==> src/rtl/nrisc_pkg.sv <==
// Shared definitions for the nRisc sequencer: opcodes, ULA op codes, instruction fields, FSM states.
package nrisc_pkg;

    localparam int unsigned INSTR_W  = 8;
    localparam int unsigned OP_W     = 3;
    localparam int unsigned REG_AW   = 2;
    localparam int unsigned ALU_OP_W = 2;
    localparam int unsigned OFF_W    = 5;

    localparam logic [OP_W-1:0] OP_ADD  = 3'b000;
    localparam logic [OP_W-1:0] OP_SUB  = 3'b001;
    localparam logic [OP_W-1:0] OP_AND  = 3'b010;
    localparam logic [OP_W-1:0] OP_OR   = 3'b011;
    localparam logic [OP_W-1:0] OP_BEQ  = 3'b100;
    localparam logic [OP_W-1:0] OP_JMP  = 3'b101;
    localparam logic [OP_W-1:0] OP_NOP  = 3'b110;
    localparam logic [OP_W-1:0] OP_HALT = 3'b111;

    localparam logic [ALU_OP_W-1:0] ALU_ADD = 2'b00;
    localparam logic [ALU_OP_W-1:0] ALU_SUB = 2'b01;
    localparam logic [ALU_OP_W-1:0] ALU_AND = 2'b10;
    localparam logic [ALU_OP_W-1:0] ALU_OR  = 2'b11;

    localparam int unsigned OP_MSB  = 7;
    localparam int unsigned OP_LSB  = 5;
    localparam int unsigned RA_MSB  = 4;
    localparam int unsigned RA_LSB  = 3;
    localparam int unsigned RB_MSB  = 2;
    localparam int unsigned RB_LSB  = 1;
    localparam int unsigned OFF_MSB = 4;

    typedef enum logic [2:0] {
        ST_FETCH,
        ST_DECODE,
        ST_EXEC,
        ST_PCUPD,
        ST_HALT
    } state_t;

    // Data ops occupy the lower half of the opcode space.
    function automatic logic is_data_op(input logic [OP_W-1:0] op);
        return ~op[OP_W-1];
    endfunction

endpackage

==> src/rtl/ula_operand_mux.sv <==
// Chooses ULA operands/op for the state being entered: register data in EXEC, PC step in PCUPD.
module ula_operand_mux
    import nrisc_pkg::*;
#(
    parameter int unsigned W = 8
) (
    input  state_t                state,
    input  logic [W-1:0]          pc,
    input  logic [W-1:0]          rdata_a,
    input  logic [W-1:0]          rdata_b,
    input  logic [OFF_W-1:0]      off5,
    input  logic                  taken,
    input  logic [ALU_OP_W-1:0]   data_op,
    output logic [W-1:0]          a_c,
    output logic [W-1:0]          b_c,
    output logic [ALU_OP_W-1:0]   op_c
);

    logic [W-1:0] off_sext;

    assign off_sext = {{(W-OFF_W){off5[OFF_W-1]}}, off5};

    always_comb begin
        a_c  = '0;
        b_c  = '0;
        op_c = ALU_ADD;
        case (state)
            ST_EXEC: begin
                a_c  = rdata_a;
                b_c  = rdata_b;
                op_c = data_op;
            end
            ST_PCUPD: begin
                a_c  = pc;
                b_c  = taken ? off_sext : W'(1);
                op_c = ALU_ADD;
            end
            default: ;
        endcase
    end

endmodule

==> src/rtl/nrisc_seq_ctrl.sv <==
// Multi-cycle control FSM for the 8-bit nRisc core; owns the PC and time-shares the ULA.
// Define NRISC_PERF_CNT_EN to add the cyc_cnt/ret_cnt performance counters.
module nrisc_seq_ctrl
    import nrisc_pkg::*;
#(
    parameter int unsigned   W        = 8,
    parameter logic [W-1:0]  PC_RESET = '0
) (
    input  logic                clk,
    input  logic                rst_n,
    output logic                imem_req,
    output logic [W-1:0]        imem_addr,
    input  logic                imem_ack,
    input  logic [INSTR_W-1:0]  imem_rdata,
    output logic [REG_AW-1:0]   rf_ra,
    output logic [REG_AW-1:0]   rf_rb,
    input  logic [W-1:0]        rf_rdata_a,
    input  logic [W-1:0]        rf_rdata_b,
    output logic                rf_we,
    output logic [REG_AW-1:0]   rf_wa,
    output logic [W-1:0]        alu_a,
    output logic [W-1:0]        alu_b,
    output logic [ALU_OP_W-1:0] alu_op,
    input  logic [W-1:0]        alu_result,
    input  logic                alu_zero,
`ifdef NRISC_PERF_CNT_EN
    output logic                halted,
    output logic [15:0]         cyc_cnt,
    output logic [15:0]         ret_cnt
`else
    output logic                halted
`endif
);

    state_t               state;
    state_t               next_state;
    logic [W-1:0]         pc;
    logic [INSTR_W-1:0]   instr;
    logic                 zflag;
    logic [OP_W-1:0]      op;
    logic                 taken;
    logic                 fetch_done;
    logic [W-1:0]         mux_a;
    logic [W-1:0]         mux_b;
    logic [ALU_OP_W-1:0]  mux_op;

    assign op         = instr[OP_MSB:OP_LSB];
    assign taken      = (op == OP_JMP) || ((op == OP_BEQ) && zflag);
    assign fetch_done = (state == ST_FETCH) && imem_req && imem_ack;

    assign imem_addr = pc;
    assign rf_ra     = instr[RA_MSB:RA_LSB];
    assign rf_rb     = instr[RB_MSB:RB_LSB];
    assign rf_wa     = instr[RA_MSB:RA_LSB];

    always_comb begin
        next_state = state;
        case (state)
            ST_FETCH:  if (fetch_done) next_state = ST_DECODE;
            ST_DECODE: begin
                if (is_data_op(op))     next_state = ST_EXEC;
                else if (op == OP_HALT) next_state = ST_HALT;
                else                    next_state = ST_PCUPD;
            end
            ST_EXEC:   next_state = ST_PCUPD;
            ST_PCUPD:  next_state = ST_FETCH;
            ST_HALT:   next_state = ST_HALT;
            default:   next_state = ST_FETCH;
        endcase
    end

    // Operands are computed for the state being entered so the registered outputs line up with it.
    ula_operand_mux #(.W(W)) u_mux (
        .state   (next_state),
        .pc      (pc),
        .rdata_a (rf_rdata_a),
        .rdata_b (rf_rdata_b),
        .off5    (instr[OFF_MSB:0]),
        .taken   (taken),
        .data_op (op[ALU_OP_W-1:0]),
        .a_c     (mux_a),
        .b_c     (mux_b),
        .op_c    (mux_op)
    );

    always_ff @(posedge clk or negedge rst_n) begin
        if (!rst_n) begin
            state    <= ST_FETCH;
            pc       <= PC_RESET;
            instr    <= '0;
            zflag    <= 1'b0;
            imem_req <= 1'b0;
            rf_we    <= 1'b0;
            halted   <= 1'b0;
            alu_a    <= '0;
            alu_b    <= '0;
            alu_op   <= ALU_ADD;
        end else begin
            state    <= next_state;
            imem_req <= (next_state == ST_FETCH);
            rf_we    <= (next_state == ST_EXEC);
            halted   <= (next_state == ST_HALT);
            alu_a    <= mux_a;
            alu_b    <= mux_b;
            alu_op   <= mux_op;
            if (fetch_done)          instr <= imem_rdata;
            if (state == ST_EXEC)    zflag <= alu_zero;
            if (state == ST_PCUPD)   pc    <= alu_result;
        end
    end

`ifdef NRISC_PERF_CNT_EN
    // Cycle and retire counters; both stop once the core halts.
    always_ff @(posedge clk or negedge rst_n) begin
        if (!rst_n) begin
            cyc_cnt <= '0;
            ret_cnt <= '0;
        end else begin
            if (state != ST_HALT)  cyc_cnt <= cyc_cnt + 16'(1);
            if (state == ST_PCUPD) ret_cnt <= ret_cnt + 16'(1);
        end
    end
`endif

endmodule
==> config.mk <==
export PLATFORM = sky130hd
export DESIGN_NAME = nrisc_seq_ctrl
export DESIGN_NICKNAME = d
export VERILOG_FILES = /design/src/rtl/nrisc_pkg.sv /design/src/rtl/ula_operand_mux.sv /design/src/rtl/nrisc_seq_ctrl.sv
export SDC_FILE = /design/constraint.sdc
export NUM_CORES = 1
export LEC_CHECK = 0
export BUFFER_PORTS_ARGS = -buffer_cell sky130_fd_sc_hd__buf_2
export CORE_ASPECT_RATIO = 0.7
export CORE_MARGIN = 10
export CORE_UTILIZATION = 35
export DETAILED_ROUTE_END_ITERATION = 10
export GPL_ROUTABILITY_DRIVEN = 0
export SLEW_MARGIN = 20
export SYNTH_ARGS = -nofsm -noshare
export SYNTH_HDL_FRONTEND = slang
export SYNTH_SLANG_ARGS = --single-unit
==> constraint.sdc <==
create_clock -name clk -period 2.3 [get_ports clk]
set_clock_uncertainty 0.15 [all_clocks]
set_input_delay 0.575 -clock clk [delete_from_list [all_inputs] [get_ports clk]]
set_output_delay 0.575 -clock clk [all_outputs]
set_load 0.05 [all_outputs]
==> flow_summary.json, run 1 <==
{
  "ys.flop_type": "dfrtp_1",
  "p_sw_mw": 1.80,
  "whs_ps": 70.1,
  "crit_family": "compound AO/OA/AOI/OAI gates",
  "grt_usage": 0.105,
  "max_stage_delay_ps": 890,
  "grt-ovfl-total": 0,
  "fin_area_sq_um": 2130,
  "power.internal_mw": 2.03,
  "yosys-top-cells-count": "dfrtp_1 (41), mux2_2 (17), a22o_1 (9), a32o_1 (7), buf_4 (7)",
  "syn_area_per_cell_sq_um": 14.5,
  "power_frac_seq": 0.320,
  "synth_edf_count": 0,
  "status": "complete, no violations",
  "maxSlewViolCount": 0,
  "netlist.area_leader.share": 0.626,
  "clkTransAtPathRegs_ps": 80,
  "clkPwrFrac": 0.174,
  "r2r_start": "state[1]",
  "route.detailed.drc": 0,
  "holdCritPathClass": "primary input to asynchronous set/reset pin",
  "portBuffers": 70,
  "grt_max_degree": 22,
  "power.switching_fraction": 0.470,
  "synth_fa_ha_area_frac": 0,
  "grt_pass1_wl_microns": 6330,
  "io_pins": 71,
  "synth_cell_types": 24,
  "yosysWarnings": 0,
  "slew_headroom": 0.319,
  "htree_levels": 2,
  "drive_gt1_frac": 0.557,
  "crit_fanout": 17,
  "synth_top_family_by_area": "compound AO/OA/AOI/OAI gates",
  "critPathSlowestCell": "o41ai_4",
  "crit_buf_inv": 0,
  "p_per_area_nw_per_um2": 1800,
  "async_reset_ff_frac": 1.00,
  "yosys-top-cells-area": "dfrtp_1 (63%), mux2_2 (12%), a22o_1 (4.8%), a32o_1 (4.3%), buf_4 (3.2%)",
  "worstSetupStartpoint": "state[1]",
  "fillers": 425,
  "syn-num-nets": 149,
  "cts-root-buf": "clkbuf_8",
  "cp_cell_sequence": "nand2b_4, o41ai_4, a32o_1",
  "clock_latency_ps": 290,
  "syn_to_final_growth_pct": 29.9,
  "wl_per_cell_microns": 17.4,
  "tritoncts": "yes",
  "ir_drop_uv": 973,
  "drtPass1Iterations": 4,
  "pwr-share-comb": 0.506,
  "clock-sinks": 41,
  "rsz0062_at_grt": "no",
  "synth_xor_area_frac": 0,
  "tightest_slew_ps": 1020,
  "antenna_cells": 0,
  "rows": 20,
  "synth.most_common_cell": "dfrtp_1",
  "core_region_area_sq_um": 4430,
  "setup_viol": 0,
  "ys_seq_area_frac": 0.626,
  "finalHoldViolCount": 0,
  "nets": 218,
  "arrival_ps": 2150,
  "drt-vias-per-instance": 4.86,
  "path_class": "flip-flop to flip-flop",
  "die_y_microns": 77.3,
  "cts_buffers": 5,
  "synthMuxAreaShare": 0.117,
  "clk_path_buf_depth": 2,
  "worstSetupEndpointType": "flip-flop",
  "layout_min_cycle_time_ps": 2090,
  "netlist_instances": 113,
  "grt_pass1_vias": 1253,
  "fin_tns_setup_ps": 0,
  "fmax_mhz": 479,
  "cts_hold_buf": 0,
  "fin_crit_sh": 0.907,
  "synth_compound_area_frac": 0.124,
  "post_cts_buffers": 0,
  "die-area_sq_um": 7860,
  "vias": 1156,
  "max_cap_violations": 0,
  "synth-seq-cells": 41,
  "antenna_found_initial": 0,
  "start_util": 0.370,
  "cp.required_ps": 2370,
  "ant_nets": 0,
  "cts_resized": 0,
  "drt_iter0_markers": 42,
  "synth-simple-area-share": 0.0786,
  "syn_area_sq_um": 1640,
  "chipWidth_microns": 102,
  "wl_microns": 4150,
  "yosysTopAreaCell": "dfrtp_1",
  "power_leakage_nw": 1.09,
  "placed_area_sq_um": 2000,
  "crit_path_start_kind": "flip-flop",
  "dpl.hpwl_microns": 3210
}
power groups by stage:
stage,registers (mW),clock network [mW],logic [mW]
2_1_floorplan,1.88,0,0.943
3_3_place_gp,1.22,0,1.93
3_5_place_dp,1.24,0,1.96
4_1_cts,1.23,0.692,1.96
5_1_grt,1.27,0.715,2.05
6_report,1.22,0.668,1.94
layer usage:
metal  track usage  up-vias  wire (microns)
met3        0.0645        2             536
met4        0.0342        0              12
met2         0.149       53            1830
met5             0        -               0
li1              -      543               -
met1         0.126      558            1770
cells by family after synthesis:
family / count (synthesis)
flops: 41
compound gates: 22
buf+inv: 12
mux: 17
simple gates: 21
placed cells by master, fill, tap and decap left out, drive strengths merged:
| cell | instances |
|---|---|
| a22o | 9 |
| clkbuf | 5 |
| or2 | 1 |
| nor2b | 2 |
| or4 | 1 |
| a21oi | 3 |
| o21ai | 1 |
| a21o | 1 |
| inv | 1 |
| dfrtp | 41 |
| nand2b | 3 |
| nand2 | 4 |
| and2 | 3 |
| nor3 | 3 |
| buf | 73 |
| mux2 | 17 |
| nand3 | 2 |
| a32o | 7 |
| o41ai | 1 |
| or3b | 1 |
| clkinv | 1 |
| nor2 | 1 |
| bufinv | 2 |
cell type report:
type / instances / area, sq um / area share
Timing Repair Buffer: 73 / 373 / 0.175
Multi-Input combinational cell: 60 / 524 / 0.246
Inverter: 1 / 3.75 / 0.00176
Tap cell: 55 / 68.8 / 0.0323
Sequential cell: 41 / 1030 / 0.482
Clock inverter: 3 / 65.1 / 0.0306
Clock buffer: 5 / 68.8 / 0.0323
stage by stage:
stage | utilization | setup WS, ps | total power, mW | instances
global route | 0.481 | 88.9 | 4.04 | 238
floorplan | - | 665 | 2.83 | 113
finish | 0.481 | 214 | 3.83 | 238
CTS | 0.481 | 227 | 3.88 | 238
detailed placement | 0.451 | 246 | 3.20 | 230
global placement | 0.451 | 341 | 3.16 | 230
sequential cells by signal, indices dropped and copies added (netlist names), 2 cells and up:
name / cells
instr: 8
imem_addr: 8
alu_op: 2
alu_b: 8
state: 3
alu_a: 8
worst paths after layout:
check | endpoint | slack, ps | cells past startpoint
max in group asynchronous | alu_b[6] | 1290 | 2
hold / removal | alu_a[7] | 70 | 1
setup reg to reg | alu_b[4] | 210 | 3
hold reg to reg | instr[0] | 350 | 1
min in group clk | alu_a[6] | 350 | 2
setup / recovery | alu_b[4] | 210 | 3
Power figures use the tool's default switching activity.
==> run 2, diff against run 1 <==
CORE_ASPECT_RATIO = 0.5   (was 0.7)
clock period = 2.6 ns   (was 2.3 ns; I/O delays follow)
==> flow_summary.json, run 2 (synthesis results as in run 1) <==
{
  "clk_path_buf_depth": 2,
  "fin_util": 0.468,
  "whs_ps": 342,
  "fin_tns_setup_ps": 0,
  "crit_fanout": 9,
  "dp.cells": 231,
  "grt_pass1_vias": 1296,
  "crit_buf_inv": 0,
  "final_common_cell": "buf_2",
  "grt_usage": 0.100,
  "cts_buffers": 5,
  "cts-root-buf": "clkbuf_8",
  "post_cts_buffers": 0,
  "ant_nets": 0,
  "p_per_area_nw_per_um2": 1550,
  "io_pins": 71,
  "status": "complete, no violations",
  "crit_family": "simple AND/OR/NAND/NOR gates",
  "clock-sinks": 41,
  "cp_cell_sequence": "nor3_1, nor2b_1, mux2_2",
  "drt-vias-per-instance": 4.75,
  "drive_gt1_frac": 0.555,
  "fin_crit_sh": 0.788,
  "core_region_area_sq_um": 4470,
  "wl_microns": 3880,
  "drt_iter0_markers": 34,
  "antenna_found_initial": 0,
  "drtPass1Iterations": 4,
  "worstSetupEndpointType": "flip-flop",
  "clock_latency_ps": 290,
  "antenna_cells": 0,
  "rsz0062_at_grt": "no",
  "cts_hold_buf": 0,
  "setup_viol": 0,
  "layout_min_cycle_time_ps": 2050,
  "holdCritPathClass": "primary input to asynchronous set/reset pin",
  "reg2regPathDepth": 3,
  "maxSlewViolCount": 0,
  "tightest_slew_ps": 902,
  "chipWidth_microns": 117,
  "path_class": "flip-flop to flip-flop",
  "syn_to_final_growth_pct": 27.6,
  "nets": 217,
  "crit_path_start_kind": "flip-flop",
  "portBuffers": 70,
  "grt_max_degree": 42,
  "rows": 17,
  "route.detailed.drc": 0,
  "start_util": 0.367,
  "rrSetupSlack_ps": 550,
  "ir_drop_uv": 640,
  "die-area_sq_um": 7990,
  "r2r_start": "state[2]",
  "grt_pass1_wl_microns": 6130,
  "arrival_ps": 2080,
  "final_cell_mix": "buf_2 (70), dfrtp_1 (41), mux2_2 (17)",
  "slew_headroom": 0.399,
  "max_stage_delay_ps": 650,
  "max_cap_violations": 0,
  "dpl.hpwl_microns": 2990,
  "grt-ovfl-total": 0,
  "htree_levels": 2,
  "wl_per_cell_microns": 16.2,
  "cp.required_ps": 2630,
  "layoutNonFillerInstCount": 239,
  "tritoncts": "yes",
  "cts_resized": 0,
  "vias": 1136,
  "critPathSlowestCell": "nor2b_1",
  "fmax_mhz": 488,
  "power_leakage_nw": 1.07,
  "clkTransAtPathRegs_ps": 80,
  "die_y_microns": 68.4,
  "finalHoldViolCount": 0,
  "reg2reg_to": "instr[5]"
}
-- run 2: cell count changes in the layout (fill, tap and decap cells not counted), sizes merged --
cell    before  now
buf         73   72
bufinv       2    0
clkbuf       5    7
-- run 2: cell type report --
class / count / area (sq um)
clock buffers: 7 / 96.3
clock inverters: 1 / 5.00
fillers: 431 / 2370
inverters: 1 / 3.75
multi-input cells: 60 / 524
flip-flops and latches: 41 / 1030
well taps: 57 / 71.3
repair buffers: 72 / 365
-- run 2: per-stage QoR --
| stage | setup slack [ps] | area (sq um) | power [mW] |
|---|---|---|---|
| floorplan | 965 | 1640 | 2.50 |
| global placement | 560 | 1990 | 2.80 |
| detailed placement | 521 | 1990 | 2.82 |
| CTS | 537 | 2090 | 3.29 |
| global route | 404 | 2090 | 3.44 |
| finish | 552 | 2090 | 3.24 |
-- run 2: report_power, final --
group	internal [mW]	switching [mW]	leakage, nW
Combinational	0.518	1.19	0.500
Clock	0.240	0.214	0.0542
Sequential	0.904	0.171	0.518
Total	1.66	1.58	1.07
-- run 2: metal layers --
metal | track usage | share of wire
met5 | 0 | 0
met4 | 0.0459 | 0.0088
met3 | 0.0436 | 0.093
met2 | 0.178 | 0.50
met1 | 0.103 | 0.40
-- run 2: how the worst max path moves through the flow --
| stage | startpoint | to | slack [ps] | cells past startpoint |
|---|---|---|---|---|
| floorplan | imem_req | instr[0] | 970 | 4 |
| global placement | imem_ack | instr[6] | 560 | 4 |
| detailed placement | imem_ack | instr[5] | 520 | 4 |
| CTS | state[2] | instr[5] | 540 | 3 |
| global route | state[2] | instr[6] | 400 | 3 |
| finish | state[2] | instr[5] | 550 | 3 |
==> run 3, diff against run 2 <==
clock period = 1.9 ns   (was 2.6 ns; I/O delays follow)
==> flow_summary.json, run 3 (synthesis results as in run 1) <==
{
  "path_class": "flip-flop to flip-flop",
  "p_per_area_nw_per_um2": 2150,
  "die_y_microns": 68.4,
  "layout_min_cycle_time_ps": 1710,
  "worstSetupEndpointType": "flip-flop",
  "finalHoldViolCount": 0,
  "route.detailed.drc": 0,
  "cts_resized": 0,
  "slew_headroom": 0.435,
  "clock-sinks": 41,
  "cts-root-buf": "clkbuf_8",
  "fin_util": 0.483,
  "die-area_sq_um": 7990,
  "crit_fanout": 9,
  "io_pins": 71,
  "rsz0062_at_grt": "no",
  "syn_to_final_growth_pct": 31.8,
  "vias": 1155,
  "nets": 224,
  "cp.required_ps": 1920,
  "fin_tns_setup_ps": 0,
  "worstSetupStartpoint": "state[1]",
  "antenna_cells": 0,
  "arrival_ps": 1730,
  "crit_path_start_kind": "flip-flop",
  "holdCritPathClass": "primary input to asynchronous set/reset pin",
  "core_region_area_sq_um": 4470,
  "portBuffers": 70,
  "setup_viol": 0,
  "final_cell_mix": "buf_2 (70), dfrtp_1 (41), mux2_2 (17)",
  "tightest_slew_ps": 841,
  "htree_levels": 2,
  "power_leakage_nw": 1.11,
  "chipWidth_microns": 117,
  "dp.cells": 235,
  "start_util": 0.367,
  "drt_iter0_markers": 34,
  "antenna_found_initial": 0,
  "cts_buffers": 5,
  "dpl.hpwl_microns": 3040,
  "status": "complete, no violations",
  "grt-ovfl-total": 0,
  "grt_max_degree": 42,
  "rows": 17,
  "drt-vias-per-instance": 4.70,
  "fmax_mhz": 586,
  "setup_slack_ps": 195,
  "grt_usage": 0.103,
  "max_cap_violations": 0,
  "layoutNonFillerInstCount": 246,
  "drive_gt1_frac": 0.566,
  "r2r_start": "state[1]",
  "clock_latency_ps": 290,
  "clk_path_buf_depth": 2,
  "tritoncts": "yes",
  "grt_pass1_wl_microns": 6190,
  "placed_area_sq_um": 2020,
  "final_common_cell": "buf_2",
  "fin_crit_sh": 0.898,
  "wl_microns": 3980,
  "post-place-ws_ps": -37.8,
  "fin_area_sq_um": 2160,
  "wl_per_cell_microns": 16.2,
  "drtPass1Iterations": 4,
  "maxSlewViolCount": 0,
  "grt_pass1_vias": 1276,
  "ir_drop_uv": 959,
  "clkTransAtPathRegs_ps": 80,
  "ant_nets": 0
}
[run 3: cell type report]
| type | count | area (sq um) |
|---|---|---|
| inverters | 1 | 3.75 |
| fillers | 431 | 2310 |
| repair buffers | 79 | 418 |
| clock buffers | 7 | 86.3 |
| clock inverters | 1 | 30.0 |
| multi-input cells | 60 | 524 |
| well taps | 57 | 71.3 |
| flip-flops and latches | 41 | 1030 |
[run 3: final timing paths]
path,endpoint,slack [ps],cells past startpoint
setup / recovery,instr[5],190,5
hold / removal,alu_a[2],80,2
setup reg to reg,instr[5],190,5
hold reg to reg,alu_op[0],370,1
max in group asynchronous,halted,1160,2
min in group clk,alu_a[4],240,2
[run 3: where the power goes]
part	internal (mW)	switching (mW)
logic	0.789	1.69
registers	1.24	0.201
clock network	0.428	0.288
total	2.46	2.18
[run 3: per-stage QoR]
| step | hold WS [ps] | power, mW |
|---|---|---|
| final | 81.0 | 4.64 |
| after global routing | 127 | 4.91 |
| after CTS | 94.0 | 4.70 |
| after detailed placement | 358 | 3.91 |
| after global placement | 346 | 3.85 |
| after floorplan | 29.4 | 3.42 |
[run 3: worst max-delay path, cell delays in order (launching register included)]
cell and delay (ps):
dfrtp_1 380, buf_4 160, nor3_1 210, nor2b_1 160, buf_4 190, mux2_2 340
[run 3: metal layers]
metal / up-vias / track usage / routed length, microns
met1: 557 / 0.108 / 1660
met4: 0 / 0.0596 / 75
met2: 39 / 0.177 / 1890
li1: 552 / - / -
met5: - / 0 / 0
met3: 7 / 0.0419 / 349
[run 3: repair_timing]
action                                  CTS  global route
setup buffers                             3             0
hold buffers                              0             0
endpoints found under the setup margin    9             0
